--- src/rtl/mips_pkg.sv ---
// Shared constants for the MIPS core datapath: write-destination select codes,
// architectural register numbers and a saturating counter helper.
package mips_pkg;

    localparam int REG_ADDR_W = 5;
    localparam int NUM_REGS   = 32;

    localparam logic [1:0] WDST_RT  = 2'b00;
    localparam logic [1:0] WDST_RD  = 2'b01;
    localparam logic [1:0] WDST_RA  = 2'b10;
    localparam logic [1:0] WDST_BAD = 2'b11;

    localparam logic [REG_ADDR_W-1:0] REG_ZERO = 5'd0;
    localparam logic [REG_ADDR_W-1:0] REG_RA   = 5'd31;

    // Increment that sticks at all-ones instead of wrapping.
    function automatic logic [15:0] sat_inc16(input logic [15:0] value);
        if (value == 16'hFFFF) begin
            return value;
        end else begin
            return value + 16'd1;
        end
    endfunction

endpackage

--- src/rtl/mips_reg_file_wr_write_dst_select.sv ---
// Write-destination demultiplexer: picks rt, rd or $ra as the write address and
// flags whether the result names a writable register.
module write_dst_select
    import mips_pkg::*;
(
    input  logic [1:0]            wdst_sel,
    input  logic [REG_ADDR_W-1:0] rt,
    input  logic [REG_ADDR_W-1:0] rd,
    output logic [REG_ADDR_W-1:0] waddr,
    output logic                  valid
);

    // 3-to-1 address select; the illegal code maps to $0 so it can never land.
    always_comb begin
        waddr = REG_ZERO;
        valid = 1'b0;
        case (wdst_sel)
            WDST_RT: waddr = rt;
            WDST_RD: waddr = rd;
            WDST_RA: waddr = REG_RA;
            default: waddr = REG_ZERO;
        endcase
        valid = (wdst_sel != WDST_BAD) && (waddr != REG_ZERO);
    end

endmodule

--- src/rtl/mips_reg_file_wr.sv ---
// 32 x DATA_W register file with a steered write port, two combinational read
// ports (optional same-cycle bypass), a saturating commit counter and a sticky
// illegal-destination flag.
module mips_reg_file_wr
    import mips_pkg::*;
#(
    parameter int DATA_W = 32,
    parameter int BYPASS = 1
) (
    input  logic                  clk,
    input  logic                  reset,
    input  logic                  reg_write,
    input  logic [1:0]            wdst_sel,
    input  logic [REG_ADDR_W-1:0] rt,
    input  logic [REG_ADDR_W-1:0] rd,
    input  logic [DATA_W-1:0]     write_data,
    input  logic [REG_ADDR_W-1:0] read_reg1,
    input  logic [REG_ADDR_W-1:0] read_reg2,
    output logic [DATA_W-1:0]     read_data1,
    output logic [DATA_W-1:0]     read_data2,
    output logic [15:0]           wr_count,
    output logic                  dst_err
);

    logic [REG_ADDR_W-1:0] waddr_s;
    logic                  valid_s;
    logic                  commit_s;
    logic                  bad_sel_s;
    logic [DATA_W-1:0]     read_data1_s;
    logic [DATA_W-1:0]     read_data2_s;
    logic [DATA_W-1:0]     regs_r [NUM_REGS];
    logic [15:0]           wr_count_r;
    logic                  dst_err_r;

    write_dst_select u_write_dst_select (
        .wdst_sel (wdst_sel),
        .rt       (rt),
        .rd       (rd),
        .waddr    (waddr_s),
        .valid    (valid_s)
    );

    // Reset masks the commit so neither the array nor the bypass sees a write.
    assign commit_s  = reg_write && valid_s && !reset;
    assign bad_sel_s = reg_write && (wdst_sel == WDST_BAD);

    // Register array; entry 0 is cleared on reset and never addressed by a commit.
    always_ff @(posedge clk or posedge reset) begin
        if (reset) begin
            for (int i = 0; i < NUM_REGS; i++) begin
                regs_r[i] <= {DATA_W{1'b0}};
            end
        end else if (commit_s) begin
            regs_r[waddr_s] <= write_data;
        end
    end

    // Saturating count of committed writes.
    always_ff @(posedge clk or posedge reset) begin
        if (reset) begin
            wr_count_r <= 16'd0;
        end else if (commit_s) begin
            wr_count_r <= sat_inc16(wr_count_r);
        end
    end

    // Sticky illegal-destination flag, cleared only by reset.
    always_ff @(posedge clk or posedge reset) begin
        if (reset) begin
            dst_err_r <= 1'b0;
        end else if (bad_sel_s) begin
            dst_err_r <= 1'b1;
        end
    end

    // Read ports: $0 is hard-wired to zero ahead of the bypass check.
    always_comb begin
        read_data1_s = regs_r[read_reg1];
        read_data2_s = regs_r[read_reg2];
        if (read_reg1 == REG_ZERO) begin
            read_data1_s = {DATA_W{1'b0}};
        end else if ((BYPASS != 0) && commit_s && (read_reg1 == waddr_s)) begin
            read_data1_s = write_data;
        end else begin
            read_data1_s = regs_r[read_reg1];
        end
        if (read_reg2 == REG_ZERO) begin
            read_data2_s = {DATA_W{1'b0}};
        end else if ((BYPASS != 0) && commit_s && (read_reg2 == waddr_s)) begin
            read_data2_s = write_data;
        end else begin
            read_data2_s = regs_r[read_reg2];
        end
    end

    assign read_data1 = read_data1_s;
    assign read_data2 = read_data2_s;
    assign wr_count   = wr_count_r;
    assign dst_err    = dst_err_r;

endmodule
--- config.mk ---
export PLATFORM = sky130hd
export DESIGN_NAME = mips_reg_file_wr
export DESIGN_NICKNAME = d
export VERILOG_FILES = /design/src/rtl/mips_pkg.sv /design/src/rtl/mips_reg_file_wr_write_dst_select.sv /design/src/rtl/mips_reg_file_wr.sv
export SDC_FILE = /design/constraint.sdc
export NUM_CORES = 2
export LEC_CHECK = 0
export CORE_UTILIZATION = 50
export DETAILED_ROUTE_END_ITERATION = 10
export PLACE_DENSITY = 0.66
export SLEW_MARGIN = 10
export SYNTH_ARGS = -nofsm -noshare
export SYNTH_HDL_FRONTEND = slang
export SYNTH_SLANG_ARGS = --single-unit
--- constraint.sdc ---
create_clock -name clk -period 32.9 [get_ports clk]
set_input_delay 3.29 -clock clk [delete_from_list [all_inputs] [get_ports clk]]
set_output_delay 3.29 -clock clk [all_outputs]
set_load 0.01 [all_outputs]
==> qor.yml <==
placed_design:
  gp_congestion: 0.810
  hpwl_um: 99600
  port_buffers: 137
  placed_cell_area_um2: 59500
  post-place-ws_ns: 21.06
synthesis:
  synth_top_area_frac: 0.455
  synthDistinctLibCells: 59
  synthesis.area_um2: 57300
  synth_edf_count: 0
  synth_area_leader_cell: "dfrtp_1"
  syn-num-nets: 4494
  avgSynthCellArea_um2: 12.9
  synth_top_flop_cell: "dfrtp_1"
  synthCells: 4436
  synth_area_leaders: "dfrtp_1, mux2_2, mux4_2"
  synth_seq_cells: 1041
  synthArstFlopShare: 1.00
  seq_area_frac_synth: 0.455
  ys_warn_count: 0
clock_network:
  clk_latency_ns: 0.69
  cts_tree: "yes"
  path_clk_slew_ns: 0.06
  numCtsBuffers: 113
  cts_resized: 0
  clockRootBuffer: "clkbuf_16"
  postCtsSetupBuffers: 0
  cts_sinks: 1041
  cts_hold_buf: 0
  htreeDepth: 3
  cts.path.max_buffers: 3
timing:
  period_share: 0.359
  fmax_ghz: 0.0846
  fin_worst_skew_ns: 0.00259
  setup_viol: 0
  fin_setup_tns_ns: 0
  drv_slew: 0
  hold_viol: 0
  finalCriticalPeriod_ns: 11.82
  worst_pin_slew_ns: 1.27
  slew_headroom: 0.153
  rsz0062_at_grt: "no"
  worst_slack_ns: 21.08
global_route:
  met1_usage: 0.441
  grt_max_degree: 171
  grt.busiest_layer: "met2"
  globalRouteMet2Util: 0.496
  grt_util_met3: 0.0589
  antenna_found_initial: 3
  grt_pass1_wl_um: 275000
  grt_pass1_vias: 40000
  grt_usage: 0.320
  overflow: 0
pwr:
  pwr-share-comb: 0.179
  p_sw_frac: 0.273
  clkPwrFrac: 0.371
  switchingPower_uw: 972
  power_mw: 3.57
  p_int_mw: 2.59
  p_seq_frac: 0.450
  vdd_drop_max_uv: 46.7
  p_leak_nw: 28.8
  power_density_nw_per_um2: 56.3
detailed_routing:
  drc_errors: 0
  wl_per_cell_um: 31.4
  drt-total-wl_um: 185000
  firstDrtPassIters: 7
  avgViaCountPerCell: 6.70
  drtAntennaViolNets: 0
  dr_total_vias: 39500
  first_iter_violations: 4020
finish:
  syn2layout_area_growth_pct: 10.7
  fin_area_um2: 63400
  final_cell_mix: "mux2_2, dfrtp_1, mux2i_1, mux4_2, mux2_1"
  nNetsFinal: 4360
  final_common_cell: "mux2_2"
  drive_above_1_share: 0.389
  diodes: 0
critical_path:
  reg2reg_depth: 6
  start_kind: "primary input"
  critPathKind: "in -> out"
  reg2reg_slack_ns: 30.71
  cp-end-kind: "output pin"
  cpMaxStageDelayCell: "buf_4"
  cpPeakStageDelay_ns: 0.74
  cp.required_ns: 29.61
  crit_fanout: 119
  cp_common_cell: "buf_4"
  crit_chain: "buf_8, buf_12, buf_4, buf_4, mux4_2, mux2i_1, nor2_1, a2111oi_0, a21oi_1, clkdlybuf4s50_1"
  r2r_start: "wr_count[2]"
  arrival_ns: 8.53
  reg2reg_to: "wr_count[15]"
outcome:
  outcome: "finished clean"
die:
  start_util: 0.507
  dieArea_um2: 116000
  num_rows: 123
  die_w_um: 340
  placeableCoreArea_um2: 113000
  die_height_um: 340
  ios: 138
hold_path:
  min_path_cells: 0
  worstHoldStart: "regs_r[1016]"
  worstHoldEndpoint: "regs_r[1016]"
  worstHoldPathType: "reg -> reg"
flow_run:
  cap_viol_max_count: 0
cells by family after synthesis:
kind of cell | synth area share
fa+ha+maj | 0.000218
compound gates | 0.0722
mux | 0.392
simple gates | 0.0393
buf+inv | 0.0378
xor+xnor | 0.00321
flops | 0.455
layout make-up:
cell class / instances / area, um2
Multi-Input combinational cell: 2899 / 29300
Fill cell: 9336 / 49600
Inverter: 7 / 33.8
Clock inverter: 36 / 387
Clock buffer: 175 / 3490
Sequential cell: 1041 / 26100
Timing Repair Buffer: 240 / 2200
Tap cell: 1500 / 1880
sequential cells by signal (all words and copies together) (netlist names):
name and count:
dst_err 1, regs_r 1024, wr_count 16
synthesized netlist by cell type, types with 54 or more instances:
cell / instances
o22ai_1: 124
nor2_1: 115
mux2_1: 188
nor3_1: 101
clkbuf_1: 271
buf_1: 54
o31ai_1: 64
o21ai_0: 97
mux2_2: 1148
dfrtp_1: 1041
a21oi_1: 96
mux2i_1: 295
a211oi_1: 118
buf_2: 138
mux4_2: 198
nor2b_1: 93
through the flow:
step	hold WS, ns	utilization	cells
after CTS	0.398	0.561	5898
after detailed placement	0.384	0.527	5687
after global routing	0.409	0.561	5898
after global placement	0.378	0.527	5687
final	0.394	0.561	5898
after floorplan	0.441	-	4436
worst max-delay path by stage:
stage / startpoint / end / slack (ns) / depth (start not counted)
floorplan: reset / dst_err / 0.31 / 1
global route: read_reg1[0] / read_data1[8] / 20.85 / 10
global placement: read_reg1[0] / read_data1[8] / 21.07 / 10
detailed placement: read_reg1[0] / read_data1[8] / 21.06 / 10
CTS: read_reg1[0] / read_data1[8] / 21.08 / 10
finish: read_reg1[0] / read_data1[8] / 21.08 / 10
worst max-delay path, delay by kind of cell:
kind	cells	cell delay, ns
mux	2	0.74
simple gates	1	0.05
compound gates	2	0.91
buf+inv	5	3.09
power by group through the flow:
stage | clock [mW] | sequential, mW | combinational, mW
floorplan | 0 | 1.58 | 0.478
global route | 1.39 | 1.63 | 0.686
global placement | 0 | 1.61 | 0.623
CTS | 1.34 | 1.60 | 0.638
detailed placement | 0 | 1.62 | 0.635
finish | 1.32 | 1.60 | 0.639
metal layers:
layer  vias up  routed length, um
met5         -                 30
met4         4               8220
met3       450              14700
met2      1770              84500
met1     20800              77900
li1      16500                  -
Note: power is estimated with default switching activity, not from simulation.
